`src/rtl/random_pkg.sv`:
```
// Shared constants and helpers for the card-value random generator.
// Holds the LFSR geometry and the card-value reduction.
package random_pkg;

  localparam int LFSR_W = 16;
  localparam logic [LFSR_W-1:0] DEFAULT_SEED = 16'hACE1;

  // Feedback taps at bits 15, 13, 12 and 10 (x^16+x^14+x^13+x^11+1)
  localparam logic [LFSR_W-1:0] TAP_MASK = 16'hB400;

  localparam int DEFAULT_MAX_CARD = 10;

  // Remainder against a constant divisor; synthesizes to a combinational reduction
  function automatic logic [3:0] to_card(input logic [LFSR_W-1:0] value,
                                         input logic [LFSR_W-1:0] max_card);
    logic [LFSR_W-1:0] sum;
    sum = (value % max_card) + LFSR_W'(1);
    return sum[3:0];
  endfunction

endpackage

```
`src/rtl/lfsr16.sv`:
```
// Free-running 16-bit Fibonacci LFSR, reloaded with the seed on reset.
// The seed must be nonzero; the all-zero state is never reached.
module lfsr16
  import random_pkg::*;
(
  input  logic              clk,
  input  logic              rst_n,
  input  logic [LFSR_W-1:0] seed,
  output logic [LFSR_W-1:0] state
);

  logic fb;

  assign fb = ^(state & TAP_MASK);

  always_ff @(posedge clk) begin
    if (!rst_n) begin
      state <= seed;
    end else begin
      state <= {state[LFSR_W-2:0], fb};
    end
  end

endmodule

```
`src/rtl/random_design.sv`:
```
// Card draw: on each rising edge of EN, latch (lfsr mod MAX_CARD)+1
// and hold it on r3..r0; zero means no card drawn since reset.
module random_design
  import random_pkg::*;
#(
  parameter logic [LFSR_W-1:0] SEED     = DEFAULT_SEED,
  parameter int                MAX_CARD = DEFAULT_MAX_CARD
)
(
  input  logic CLK,
  input  logic CLR,
  input  logic EN,
  output logic r3,
  output logic r2,
  output logic r1,
  output logic r0
);

  // A zero seed would lock the LFSR, so substitute 1
  localparam logic [LFSR_W-1:0] SEED_EFF = (SEED == '0) ? LFSR_W'(1) : SEED;

  logic [LFSR_W-1:0] lfsr;
  logic              en_d;
  logic [3:0]        card;

  lfsr16 u_lfsr (
    .clk   (CLK),
    .rst_n (CLR),
    .seed  (SEED_EFF),
    .state (lfsr)
  );

  // Draw uses the pre-edge LFSR value; holding EN high draws only once
  always_ff @(posedge CLK) begin
    if (!CLR) begin
      en_d <= 1'b0;
      card <= '0;
    end else begin
      en_d <= EN;
      if (EN && !en_d) begin
        card <= to_card(lfsr, LFSR_W'(MAX_CARD));
      end
    end
  end

  assign {r3, r2, r1, r0} = card;

endmodule

```
`config.mk`:
```
export PLATFORM = sky130hd
export DESIGN_NAME = random_design
export DESIGN_NICKNAME = d
export VERILOG_FILES = /design/src/rtl/random_pkg.sv /design/src/rtl/lfsr16.sv /design/src/rtl/random_design.sv
export SDC_FILE = /design/constraint.sdc
export NUM_CORES = 1
export LEC_CHECK = 0
export CAP_MARGIN = 30
export CORE_UTILIZATION = 65
export CTS_CLUSTER_SIZE = 12
export DETAILED_ROUTE_END_ITERATION = 7
export PLACE_DENSITY_LB_ADDON = 0.3
export SLEW_MARGIN = 40
export SYNTH_ARGS = -nofsm -noshare
export SYNTH_HDL_FRONTEND = slang
export SYNTH_SLANG_ARGS = --single-unit
```
`constraint.sdc`:
```
create_clock -name CLK -period 9.1 [get_ports CLK]
set_input_delay 2.275 -clock CLK [delete_from_list [all_inputs] [get_ports CLK]]
set_output_delay 2.275 -clock CLK [all_outputs]
set_load 0.1 [all_outputs]
```
Word-level counts from Yosys, hierarchy flattened
Cells that the tools add are included.
{ "classes": {"n_addsub": 1, "div_mod_pow": 1, "reduce_logical": 3} }
{ "op_table": {"columns": ["operator", "count"], "rows": [
  ["16-bit by 4-bit remainder unit with 16-bit output (second input constant)", 1],
  ["16-bit parity", 1],
  ["4-bit by 1-bit adder with 4-bit output (second input constant)", 1],
  ["1-bit logical AND", 1],
  ["1-bit zero test", 1]
]} }
{ "totals": {"ff_bits": 21, "inputBits": 3, "out_inout_bits": 4, "wordCells": 8} }

Depth between registers and ports, before layout
Gate-level depths: netlist (run 1).
{ "logic_depth": {"word_depth": 2, "mapped_depth": 39, "ltp_nobuf": 32} }

Modules after synthesis
A second synthesis (run 1) with hierarchy kept.
{ "unflattened": {"hier_cells": 322, "hier_area_um2": 2626.3} }
{ "modules_own_cells": {"columns": ["mod", "n_inst", "cells_each", "area_each_um2", "seq_area_each_um2"], "rows": [
  ["random_design", 1, 284, 2040.7, 100.1],
  ["lfsr16", 1, 38, 585.6, 320.3]
]} }

Worst setup path after synthesis (run 1)
OpenSTA, ideal clock, no wires.
{ "synth_path": {"path_type": "register -> register", "start": "register u_lfsr.state[12]", "end": "register card[2]", "setup_time_ns": 0.080, "arrival_time_ns": 8.230, "required_ns": 9.020, "setup_slack_ns": 0.790, "path_stages_with_launch": 35, "path_buffers": 4, "synth_period_minus_slack_ns": 8.310, "cell_sequence": "dfxtp_1 > buf_4 > inv_1 > ha_1 > buf_2 > or4b_4 > o211a_2 > a311oi_1 > o21ai_1 > a21boi_2 > and3_4 > mux2_2 > o21a_1 > nor4b_1 > a211o_1 > or3_1 > buf_4 > o2bb2a_2 > o211ai_4 > o21ai_2 > a32oi_4 > a41oi_2 > or4b_4 > and4b_1 > buf_6 > mux2_4 > a221o_1 > a221oi_2 > nand4_4 > a22o_1 > a211o_1 > ha_1 > nand3b_1 > a31o_1 > o2111ai_2"} }
{ "synth_via": {"elab_chain_len": 2} }
{ "synth_rtl": {"columns": ["item", "line", "text"], "rows": [
  ["start: declaration", "lfsr16.sv:9", "output logic [LFSR_W-1:0] state"],
  ["start signal: assignment", "lfsr16.sv:20", "state <= {state[LFSR_W-2:0], fb};"],
  ["16-bit by 4-bit remainder unit with 16-bit output", "random_pkg.sv:17", "sum = (value % max_card) + LFSR_W'(1);"],
  ["4-bit by 1-bit adder with 4-bit output", "random_pkg.sv:17", null],
  ["end signal: assignment", "random_design.sv:41", "card <= to_card(lfsr, LFSR_W'(MAX_CARD));"],
  ["end: declaration", "random_design.sv:24", "logic [3:0] card;"]
]} }
No other way between the ends.
A chain may end at the register's enable or synchronous reset.

Final worst setup path (run 1)
Same ends and word-level chain as after synthesis.

==> metrics.csv, run 1 <==
stage,metric,value,unit
critical_path,flop-to-flop setup slack,0.36,ns
floorplan,core box area,0.00557,mm^2
critical_path,Reg-to-Reg End,card[2],
final_layout,layout cells sized above 1,16.9,%
critical_path,family with the most delay on the worst path,compound AO/OA/AOI/OAI gates,
yosys,Post-synth EDFFs,0,
final_layout,Non-Filler Instances,569,
critical_path,Crit path arrival time,8.92,ns
placement,dpl hpwl,7260,um
detailed_routing,Top Layer Used,met4,
detailed_routing,Routed WL,9960,um
job,Max Cap Viol,0,
yosys,Synth Instances,514,
final_layout,Register Area,422,um^2
run_status,status,completed,
critical_path,cell mode on critical path,or4b_4,
placement,Placed Area,0.00378,mm^2
detailed_routing,via count,4119,
critical_path,RR Startpoint,u_lfsr.state[12],
yosys,syn_nets,520,
yosys,Mapped Area,0.00381,mm^2
clock_network,total CTS buffers,3,
yosys,Synth cell types,109,
global_routing,vias in the first global route,3453,
global_routing,total track usage,31.9,%
detailed_routing,WL met1,4510,um
hold_path,hold path endpoint,card[1],
floorplan,die extent in x,78.6,um
final_layout,design area,0.00394,mm^2
clock_network,root buf cell,clkbuf_8,
final_layout,multi-input logic area,0.00326,mm^2
final_layout,ANT cells,0,
yosys,sequential share of the synthesized area,11.0,%
sta,"Hold Vio Cnt, Final",0,
yosys,mean post-synth cell area,7.41,um^2
final_layout,filler instances,467,
placement,Final GP Congestion,0.927,
detailed_routing,first drt pass iteration count,6,
sta,Rel. slew slack,50.9,%
floorplan,Initial Util,68.4,%
hold_path,Worst Hold Launch,card[1],
sta,Worst Tran Pin Value,0.736,ns
placement,I/O Buffers,6,
critical_path,CP Capture Type,flip-flop,
sta,setup TNS,0,ns
global_routing,initial antenna violation count,0,
clock_network,Clock Latency Late Sink,0.26,ns
critical_path,Worst Reg2Reg Path Length in Cells,30,
critical_path,CP Buf/Inv Count,1,
clock_network,H-Tree Depth,1,
floorplan,die footprint,0.00617,mm^2
hold_path,hold path depth,2,
global_routing,first-pass GRT wire length,16400,um
sta,Setup Viol. Count Final,0,
clock_network,"Reg clk slew, reported paths",0.07,ns
critical_path,CP startpoint kind,flip-flop,
detailed_routing,Met2 Wirelength,4590,um
critical_path,Setup CP Type,reg -> reg,
power_and_ir_drop,Pleak,0.00144,uW
clock_network,cts hold-fix bufs,0,
sta,"Slew Viols, Final",0,
placement,Placed Cells,562,
yosys,async set-reset flop share out of synthesis,0,%
floorplan,row cnt,27,
sta,fmax,114,MHz
floorplan,boundary pin count,7,
power_and_ir_drop,"IR drop worst, VDD",0.268,mV
sta,Final Cycle Share,96.1,%
clock_network,clk sinks,21,
final_layout,nets,504,
detailed_routing,met3 WL post-DR,718,um
global_routing,grt total ovfl,0,
clock_network,CTS tree,built,
yosys,Synth Warn #,0,
yosys,synthesized flop and latch total,21,
floorplan,chip height,78.6,um
detailed_routing,DR WL/cell,17.5,um
final_layout,area grow syn2layout,3.32,%
detailed_routing,DRC,0,
detailed_routing,drt initial violations,361,
critical_path,CP max-delay cell,or4_4,
critical_path,CP max stage delay,0.59,ns
hold_path,min-delay worst type,reg -> reg,
power_and_ir_drop,Power Density,349,mW/mm^2
clock_network,Max clock buf depth,2,
critical_path,Crit Path Max Fanout,18,
detailed_routing,routed vias/inst,7.24,
global_routing,largest net degree at the start of global routing,24,
yosys,ys flop type,dfxtp_1,
detailed_routing,Final ANT Viol Nets,0,
sta,min cycle time layout,8.74,ns
sta,Setup Skew,0.00227,ns
critical_path,CP required,9.28,ns
sta,final hold slack,0.495,ns
[timing repair]
action,CTS,global route
resized for setup,0,20
endpoints found under the setup margin,0,3
setup buffers,0,3
[power by group]
| group | total [uW] | internal [uW] | switching, uW |
|---|---|---|---|
| Clock | 59.9 | 31.2 | 28.7 |
| Sequential | 122 | 101 | 20.2 |
| Combinational | 1190 | 459 | 735 |
| Total | 1370 | 591 | 784 |
[layer usage]
metal	GRT usage, %	up-vias
met2	51.7	226
met4	8.33	0
met5	0	-
li1	-	1966
met1	45.1	1910
met3	2.09	17
[synth_stat cells (5+ instances only)]
cell | count | area (um^2)
nor3_1 | 12 | 60.1
mux2i_1 | 7 | 70.1
inv_1 | 11 | 41.3
xnor2_1 | 10 | 87.6
o32ai_1 | 5 | 43.8
nor2_1 | 47 | 176
o21ai_1 | 7 | 35.0
o31ai_1 | 5 | 37.5
a211oi_1 | 10 | 75.1
nand4_1 | 5 | 31.3
buf_2 | 7 | 35.0
o21a_1 | 6 | 45.0
a211o_1 | 11 | 96.3
buf_6 | 5 | 56.3
nand2_1 | 53 | 199
and2_1 | 18 | 113
nand3_1 | 19 | 95.1
a21o_1 | 11 | 82.6
and3_1 | 10 | 62.6
nor2b_1 | 7 | 43.8
a31oi_1 | 5 | 31.3
a21oi_1 | 20 | 100
o21ai_0 | 17 | 85.1
dfxtp_1 | 21 | 420
clkbuf_1 | 15 | 56.3
o211ai_1 | 16 | 120
nand2b_1 | 6 | 37.5
[metrics by stage]
| stage | utilization [%] | setup slack (ns) | total power, uW |
|---|---|---|---|
| 5_1_grt | 70.6 | -0.00331 | 1480 |
| 3_3_place_gp | 68.2 | 0.587 | 1220 |
| 4_1_cts | 68.6 | 0.301 | 1300 |
| 3_5_place_dp | 67.8 | 0.334 | 1230 |
| 2_1_floorplan | - | 0.790 | 1070 |
| 6_report | 70.6 | 0.359 | 1370 |
[worst min-delay path, delay by kind of cell, from the launching register on]
kind,cells,cell delay [ns]
flops,1,0.32
compound gates,1,0.07
simple gates,1,0.06
[kinds of logic (layout without fill, tap and decap cells)]
logic type / after synthesis / count (layout) / synth area share, %
xor gates and xnor gates: 13 / 13 / 2.99
adders and majority gates: 5 / 5 / 1.51
DFF: 21 / 21 / 11.0
muxes: 12 / 12 / 3.71
buffers and inverters: 43 / 26 / 5.68
AOI/OAI and AO/OA: 192 / 192 / 41.9
and+or+nand+nor: 228 / 228 / 33.2
[worst max path at each step]
stage                      from  slack (ns)  cells after the start       to
2_1_floorplan  u_lfsr.state[12]        0.79                     34  card[2]
6_report       u_lfsr.state[12]        0.36                     30  card[2]
3_5_place_dp   u_lfsr.state[13]        0.33                     29  card[2]
3_3_place_gp   u_lfsr.state[13]        0.59                     29  card[2]
5_1_grt        u_lfsr.state[12]      -0.003                     30  card[2]
4_1_cts        u_lfsr.state[13]        0.30                     29  card[2]
[flip-flops by register name, indices dropped and copies added (netlist names)]
signal / flops
card: 4
en_d: 1
u_lfsr.state: 16
[area by class of cell]
type / instances / area share, %
repair buffers: 11 / 1.97
clock buffers: 4 / 1.14
well taps: 72 / 2.29
inverters: 11 / 1.05
flip-flops and latches: 21 / 10.7
multi-input cells: 450 / 82.8
[cell usage in the layout, fill, tap and decap left out, drive strengths merged, types with 7 or more instances in the layout]
master,n
nand2,53
nor2,49
o21ai,27
a21oi,21
dfxtp,21
nand3,21
and2,19
o211ai,19
a211oi,14
nor3,13
inv,11
a211o,11
a21o,11
and3,11
xnor2,10
buf,9
nor2b,7
mux2i,7
o21a,7
o211a,7
or2,7
Note: power is estimated with default switching activity, not from simulation.
==> run 2, diff against run 1 <==
--- a/config.mk
+++ b/config.mk
@@ -9,6 +9,7 @@
 export CORE_UTILIZATION = 65
 export CTS_CLUSTER_SIZE = 12
 export DETAILED_ROUTE_END_ITERATION = 7
+export GPL_TIMING_DRIVEN = 0
 export PLACE_DENSITY_LB_ADDON = 0.3
 export SLEW_MARGIN = 40
 export SYNTH_ARGS = -nofsm -noshare
==> run 2 against run 1 <==
  * Sequential share of layout area decreased by 1.3 points
  * Global-route usage up 1.9 points
  * First-iteration DRC count grew 87%
  * Flip-flop and latch count unchanged
  * Power is 12% higher
  * Clock-buffer cell count is 1 lower
  * Critical path depth rose by 8
  * Worst hold slack lost 0.012 ns
  * Via count increased by 13%
  * Critical path type unchanged
  * Critical endpoint unchanged
  * Largest power group unchanged
==> metrics.csv, run 2 (synthesized netlist as in run 1, its figures left out) <==
stage,metric,value,unit,change
detailed_routing,Final ANT Viol Nets,0,,unchanged
critical_path,CP max-delay cell,or4b_4,,
final_layout,area grow syn2layout,18.3,%,
final_layout,Register Area,424,um^2,+0.59%
clock_network,Clock Latency Late Sink,0.26,ns,about the same
detailed_routing,drt initial violations,676,,+87%
floorplan,die extent in x,78.6,um,unchanged
placement,I/O Buffers,6,,unchanged
placement,Final GP Congestion,0.981,,+5.8%
sta,setup TNS,0,ns,unchanged
sta,Final Cycle Share,99.9,%,+3.8 points
power_and_ir_drop,P_int,682,uW,+15%
detailed_routing,Routed WL,12300,um,+24%
final_layout,"commonest non-fill, non-tap cell in the layout",nand2_1,,
sta,min cycle time layout,9.09,ns,+0.346 ns
floorplan,boundary pin count,7,,unchanged
final_layout,Non-Filler Instances,625,,+9.8%
critical_path,Crit Path Max Fanout,10,,-8
power_and_ir_drop,clock share of power,4.0,%,-0.4 points
power_and_ir_drop,Power Density,342,mW/mm^2,-2.1%
floorplan,core box area,0.00557,mm^2,unchanged
sta,"Slew Viols, Final",0,,unchanged
final_layout,filler instances,337,,-28%
run_status,status,completed,,
global_routing,vias in the first global route,3798,,+10%
job,Max Cap Viol,0,,unchanged
floorplan,row cnt,27,,unchanged
global_routing,largest net degree at the start of global routing,13,,-46%
floorplan,Initial Util,68.4,%,unchanged
critical_path,Setup CP Type,reg -> reg,,
global_routing,grt total ovfl,0,,unchanged
placement,Placed Cells,592,,+5.3%
final_layout,most frequent cells in the layout,"nand2_1, nor2_1, buf_4",,
detailed_routing,DR WL/cell,19.7,um,+13%
power_and_ir_drop,Final Power,1540,uW,+12%
clock_network,"Reg clk slew, reported paths",0.08,ns,about the same
placement,dpl hpwl,7710,um,+6.2%
detailed_routing,routed vias/inst,7.48,,+3.3%
global_routing,first-pass GRT wire length,17500,um,+6.7%
critical_path,cell mode on critical path,buf_4,,
critical_path,CP startpoint kind,flip-flop,,
sta,Setup Skew,0.00627,ns,+0.00401 ns
sta,Worst Tran Pin Value,0.753,ns,+0.0173 ns
final_layout,design area,0.00451,mm^2,+14%
critical_path,Crit path arrival time,9.27,ns,+0.35 ns
power_and_ir_drop,sequential power share,7.3,%,-1.5 points
critical_path,CP max stage delay,0.55,ns,-0.04 ns
final_layout,largest registers,"u_lfsr.state (16), card (4), en_d (1)",,
power_and_ir_drop,combinational share of power,88.8,%,+2.0 points
sta,Setup Viol. Count Final,0,,unchanged
clock_network,root buf cell,clkbuf_8,,
global_routing,total track usage,33.7,%,+1.9 points
final_layout,layout cells sized above 1,26.2,%,+9.3 points
critical_path,CP required,9.28,ns,about the same
clock_network,H-Tree Depth,1,,unchanged
final_layout,multi-input logic area,0.00346,mm^2,+6.2%
sta,fmax,110,MHz,-3.8%
detailed_routing,DRC,0,,unchanged
floorplan,chip height,78.6,um,unchanged
clock_network,Max clock buf depth,2,,unchanged
global_routing,initial antenna violation count,0,,unchanged
hold_path,min-delay worst type,reg -> reg,,
floorplan,die footprint,0.00617,mm^2,unchanged
power_and_ir_drop,Switch Pwr,858,uW,+9.5%
final_layout,nets,560,,+11%
clock_network,clk sinks,21,,unchanged
critical_path,CP Capture Type,flip-flop,,
final_layout,max reg flops,16,,unchanged
detailed_routing,first drt pass iteration count,7,,+1
placement,Placed Area,0.00394,mm^2,+4.2%
clock_network,total CTS buffers,3,,unchanged
final_layout,ANT cells,0,,unchanged
sta,"Hold Vio Cnt, Final",0,,unchanged
clock_network,CTS tree,built,,
power_and_ir_drop,Pleak,0.00169,uW,+17%
power_and_ir_drop,sw frac,55.7,%,-1.3 points
power_and_ir_drop,"IR drop worst, VDD",0.228,mV,-15%
final_layout,"Most flops, register",u_lfsr.state,,
detailed_routing,via count,4672,,+13%
sta,Rel. slew slack,49.6,%,-1.3 points
==> run 2: cell types whose count changed in the layout (fill, tap and decap cells not counted), sizes merged <==
cell and change:
nor2 +1, clkinv +1, buf +38, clkbuf +16
==> run 2: path summary, 6_finish.rpt <==
kind / start / end / slack [ns] / cells past startpoint
setup / recovery: u_lfsr.state[12] / card[2] / 0.01 / 38
hold / removal: card[1] / card[1] / 0.48 / 2
setup reg to reg: u_lfsr.state[12] / card[2] / 0.01 / 38
hold reg to reg: card[1] / card[1] / 0.48 / 2
==> run 2: power groups by stage <==
| stage | combinational (uW) | sequential [uW] | clock [uW] |
|---|---|---|---|
| after global routing | 1460 | 113 | 64.6 |
| after floorplan | 927 | 139 | 0 |
| after detailed placement | 1150 | 112 | 0 |
| after CTS | 1170 | 111 | 59.4 |
| final | 1370 | 112 | 61.5 |
| after global placement | 1120 | 112 | 0 |
==> run 2: worst max-delay path, delay by kind of cell, from the launching register on <==
family / cells / cell delay [ns]
mux: 1 / 0.33
buf+inv: 10 / 1.65
fa+ha+maj: 2 / 0.42
compound gates: 16 / 3.77
simple gates: 9 / 2.46
flops: 1 / 0.38
==> run 2: metal layers <==
layer / vias up / routed length (um) / global-route usage (%)
li1: 2087 / - / -
met1: 2160 / 4990 / 47.0
met2: 349 / 5620 / 55.8
met3: 76 / 1250 / 2.67
met4: 0 / 461 / 7.78
met5: - / 0 / 0
==> run 2: cell type report <==
type	count	share of cell area [%]
Timing Repair Buffer	35	5.72
Sequential cell	21	9.41
Buffer	31	4.11
Multi-Input combinational cell	451	76.8
Clock buffer	3	0.916
Inverter	11	0.916
Clock inverter	1	0.111
Tap cell	72	2.00
==> run 2: what timing repair did <==
item                                    4_1_cts  5_1_grt
pin swaps                                     3       21
cloned                                        0        1
setup buffers                                 1       28
resized for setup                             8       55
hold buffers                                  0        0
endpoints found under the setup margin        2        3
==> run 2: per-stage QoR <==
step | utilization (%) | hold WS, ns | setup WS (ns)
after global placement | 71.0 | 0.461 | -0.0118
after floorplan | - | 0.540 | 0.790
after CTS | 72.3 | 0.481 | 0.00100
after global routing | 80.9 | 0.497 | -0.216
after detailed placement | 70.7 | 0.468 | -0.200
final | 80.9 | 0.483 | 0.0129
==> run 3, diff against run 2 <==
--- a/config.mk
+++ b/config.mk
@@ -5,7 +5,6 @@
 export SDC_FILE = /design/constraint.sdc
 export NUM_CORES = 1
 export LEC_CHECK = 0
-export CAP_MARGIN = 30
 export CORE_UTILIZATION = 65
 export CTS_CLUSTER_SIZE = 12
 export DETAILED_ROUTE_END_ITERATION = 7
==> results of run 3 <==
Final layout, timing and power as in run 2 (identical DEF).
==> edit 1 (settings of run 2) <==
`DEFAULT_MAX_CARD`: 10 -> 7.
--- a/src/rtl/random_pkg.sv
+++ b/src/rtl/random_pkg.sv
@@ -10,3 +10,3 @@
 
-  localparam int DEFAULT_MAX_CARD = 10;
+  localparam int DEFAULT_MAX_CARD = 7;
 
Check against the original RTL: not equivalent (Yosys sat finds a counterexample within 4 cycles, from zero or initial values).
==> edit 1 against run 2 <==
- sequential cell count unchanged
- sequential power is essentially flat
- cell area fell by 40%
- hold slack got worse by 9.3 ps
- non-clock buffer count shrank 40
- critical path depth is 12 lower
- core utilization is 8.3 points lower
- die area is 32% lower
- total power is 60% lower
- wire length is 46% lower
- worst setup slack gained 1200 ps
- area after synthesis down 33%
- clock power shrank 2%
- highest routed layer unchanged
==> edit 1: results (changes against run 2) <==
Share of layout cells above drive strength 1: 11.7% (-14 points)
FF-to-FF setup slack: 1210 ps (+1200 ps)
Worst R2R Path Depth: 26 (-32%)
Max stage delay on crit path: 670 ps (+120 ps)
XOR/XNOR Fraction of Synth Area: 2.75% (-0.24 points)
Tmin final: 7890 ps (-1200 ps)
Post-synth top cells: nand2_1, a21oi_1, dfxtp_1
Post-CTS Setup Repair Bufs: 0 (-1)
Switching power total: 321 uW (-63%)
Worst Hold Path EP: card[2]
Cells after DPL: 393 (-34%)
Worst slew pin tran: 653 ps (-99.9 ps)
Port Buffers: 6 (unchanged)
GRT Total Usage: 32.4% (-1.3 points)
Synth cell types: 80 (-27%)
Min-delay src: card[2]
Drt first pass iters: 6 (-1)
1st-iter DRT viols: 399 (-41%)
RR Endpoint: card[1]
Final RePlAce weighted congestion: 0.904 (-7.8%)
First-pass GRT wire length: 11.1 mm (-37%)
Syn Area/Cell: 7.53 um2 (+1.6%)
Compound-Gate Fraction of Synth Area: 40.9% (-0.99 points)
Largest net degree at the start of global routing: 12 (-1)
Crit path arrival time: 8050 ps (-1220 ps)
Cell Area, Placed: 2650 um2 (-33%)
Post-layout nets: 358 (-36%)
VDD IR-drop max: 0.000126 V (-45%)
Placement Setup Slack: 1530 ps (+1730 ps)
Final Non-Filler Cells: 397 (-36%)
Top Registers: u_lfsr.state: 16 flops, card: 4 flops, en_d: 1 flops
Avg WL per Cell: 16.8 um (-15%)
Outcome: finished, final reports clean
Clock skew: 2.94 ps (-3.33 ps)
Post-CTS Resized: 0 (-8)
Post-Synth Adder-Cell Area: 2.89% (+1.4 points)
Leak: 0.00103 uW (-39%)
Register area share after synthesis: 16.5% (+5.4 points)
Number of global-route vias before repair: 2,558 (-33%)
Synth Net Count: 347 (-33%)
Area contributors post-synth: dfxtp_1, a21oi_1, nand2_1
Critical path's slowest cell: a222oi_1
Peak fanout along the critical path: 6 (-4)
Fill cells: 320 (-5.0%)
-- edit 1: changes by cell type after synthesis, sizes merged, moves of 8 or more --
cell    delta
nand2     -26
clkbuf    -10
o21ai      -8
nor2      -36
o211ai    -12
a21o       -8
-- edit 1: per-layer routing --
metal	routed length (um)	track usage, %
met4	138	11.7
met2	3040	53.4
met3	474	6.16
met1	3030	41.6
met5	0	0
-- edit 1: worst max path at each step --
stage	cells after the start	startpoint	end
after floorplan	29	u_lfsr.state[12]	card[1]
after global placement	26	u_lfsr.state[12]	card[1]
after detailed placement	26	u_lfsr.state[12]	card[1]
after CTS	26	u_lfsr.state[12]	card[1]
after global routing	26	u_lfsr.state[12]	card[2]
final	26	u_lfsr.state[12]	card[1]
-- edit 1: kinds of logic after synthesis --
group,Yosys count
compound gates,139
xor+xnor,8
fa+ha+maj,6
buf+inv,34
flops,21
mux,8
simple gates,123
-- edit 1: power by group through the flow --
| stage | logic, uW | registers, uW | clock network [uW] |
|---|---|---|---|
| after global placement | 426 | 113 | 0 |
| final | 452 | 112 | 60.0 |
| after floorplan | 321 | 150 | 0 |
| after CTS | 440 | 111 | 60.1 |
| after global routing | 489 | 113 | 65.8 |
| after detailed placement | 433 | 113 | 0 |
-- edit 1: layout make-up --
type                       instances  area, um2  share of cell area [%]
buffer                            20        104                    3.85
multi-input combinational        284       1980                    73.2
timing repair buffer               6       40.0                    1.48
sequential                        21        420                    15.6
inverter                          14       52.6                    1.95
tap                               48       60.1                    2.23
clock buffer                       4       45.0                    1.67
-- edit 1: worst register-to-register path, delay by kind of cell (launching register included) --
| kind | cells | cell delay [ps] |
|---|---|---|
| compound gates | 11 | 4450 |
| simple gates | 6 | 1010 |
| mux | 2 | 480 |
| fa+ha+maj | 4 | 1150 |
| flops | 1 | 410 |
| buf+inv | 3 | 300 |
==> edit 2 (flow settings as in run 2) <==
Made on the original files. Register the inputs `CLR` and `EN` before use. The logic sees them one clock later.
--- a/src/rtl/random_design.sv
+++ b/src/rtl/random_design.sv
@@ -21,2 +21,10 @@
 
+  logic CLR_q;
+  logic EN_q;
+
+  always_ff @(posedge CLK) begin
+    CLR_q <= CLR;
+    EN_q  <= EN;
+  end
+
   logic [LFSR_W-1:0] lfsr;
@@ -27,3 +35,3 @@
     .clk   (CLK),
-    .rst_n (CLR),
+    .rst_n (CLR_q),
     .seed  (SEED_EFF),
@@ -34,3 +42,3 @@
   always_ff @(posedge CLK) begin
-    if (!CLR) begin
+    if (!CLR_q) begin
       en_d <= 1'b0;
@@ -38,4 +46,4 @@
     end else begin
-      en_d <= EN;
-      if (EN && !en_d) begin
+      en_d <= EN_q;
+      if (EN_q && !en_d) begin
         card <= to_card(lfsr, LFSR_W'(MAX_CARD));
Formal check against the unedited RTL: not equivalent (a bounded check fails within 4 cycles, from zero or initial values).
==> edit 2 against run 2 <==
- sequential cell count increased by 2
- area after synthesis increased by 1.1%
- count of clock-buffer cells in the layout unchanged
- final cell count increased by 0.96%
- worst setup slack improved by 210 ps
- total power increased by 1.9%
- wire length decreased by 8.4%
- critical path type unchanged
- cell area decreased by 0.19%
- synthesized cell count increased by 0.39%
==> edit 2: results (changes against run 2) <==
Fill cells: 393 (+17%)
1st-iter DRT viols: 512 (-24%)
Max stage delay on crit path: 630 ps (+80 ps)
Number of global-route vias before repair: 3,793 (-0.13%)
GRT Total Usage: 33.8% (about the same)
Cell Area, Placed: 3980 um2 (+1.0%)
Final RePlAce weighted congestion: 0.950 (-3.1%)
Largest net degree at the start of global routing: 14 (+1)
Met3 Wirelength: 892 um (-28%)
FF-to-FF setup slack: 220 ps (+210 ps)
Post-DP HPWL: 7.72 mm (+0.13%)
Top Registers: u_lfsr.state: 16 flops, card: 4 flops
Cells after DPL: 594 (+0.34%)
Leak: 0.00171 uW (+1.0%)
Area contributors post-synth: dfxtp_1, nand2_1, nor2_1
Met2 Wirelength: 5.19 mm (-7.7%)
Register area share after synthesis: 12.0% (+0.93 points)
WHS: 462 ps (-20.9 ps)
Worst slew pin tran: 733 ps (-19.8 ps)
Met1 Track Usage GR: 48.3% (+1.3 points)
Met3 usage: 1.15% (-1.5 points)
Int Power: 723 uW (+6.0%)
Clock skew: 3.99 ps (-2.28 ps)
Post-Synth Adder-Cell Area: 1.49% (-0.016 points)
Post-CTS Setup Repair Bufs: 3 (+2)
Worst R2R Path Depth: 34 (-11%)
Synth Net Count: 522 (+0.38%)
Worst Hold Class: flop to flop
Register share of total power: 7.7% (+0.4 points)
Critical path's slowest cell: a2111oi_0
Post-synth top cells: nand2_1, nor2_1, dfxtp_1
Vias: 4,495 (-3.8%)
Worst Hold Path EP: u_lfsr.state[7]
Post-layout nets: 566 (+1.1%)
Met2 Use GR: 55.7% (-0.14 points)
Routed Wire Length: 11.3 mm (-8.4%)
Hold depth: 1 (-1)
Crit path arrival time: 9060 ps (-210 ps)
Outcome: finished, final reports clean
FF+latch area: 464 um2 (+9.4%)
Syn Area/Cell: 7.46 um2 (+0.66%)
M1 WL: 4.93 mm (-1.2%)
Post-CTS Resized: 11 (+3)
Final Non-Filler Cells: 631 (+0.96%)
VDD IR-drop max: 0.000222 V (-2.7%)
Total power: 1570 uW (+1.9%)
XOR/XNOR Fraction of Synth Area: 2.96% (-0.031 points)
Min-delay src: CLR_q
edit 2: changes by cell type after synthesis, sizes merged:
cell | run 2 | this run
dfxtp | 21 | 23
edit 2: final cells by class:
cell class / count / area share, %
Clock inverter: 1 / 0.111
Tap cell: 72 / 2.00
Clock buffer: 3 / 0.918
Inverter: 11 / 0.918
Sequential cell: 23 / 10.3
Buffer: 32 / 4.28
Timing Repair Buffer: 39 / 6.40
Multi-Input combinational cell: 450 / 75.0
edit 2: critical path, delay by kind of cell, from the launching register on:
kind	cells	cell delay, ps
AOI/OAI and AO/OA	17	4410
buffers and inverters	6	1080
DFF	1	400
adders and majority gates	2	410
muxes	2	730
and+or+nand+nor	7	1780
edit 2: through the flow:
stage                     setup WS [ps]  setup TNS, ps
after floorplan                     790              0
after global placement            -64.7          -64.7
after detailed placement           -161           -161
after CTS                          2.74              0
after global routing               -114           -114
final                               219              0
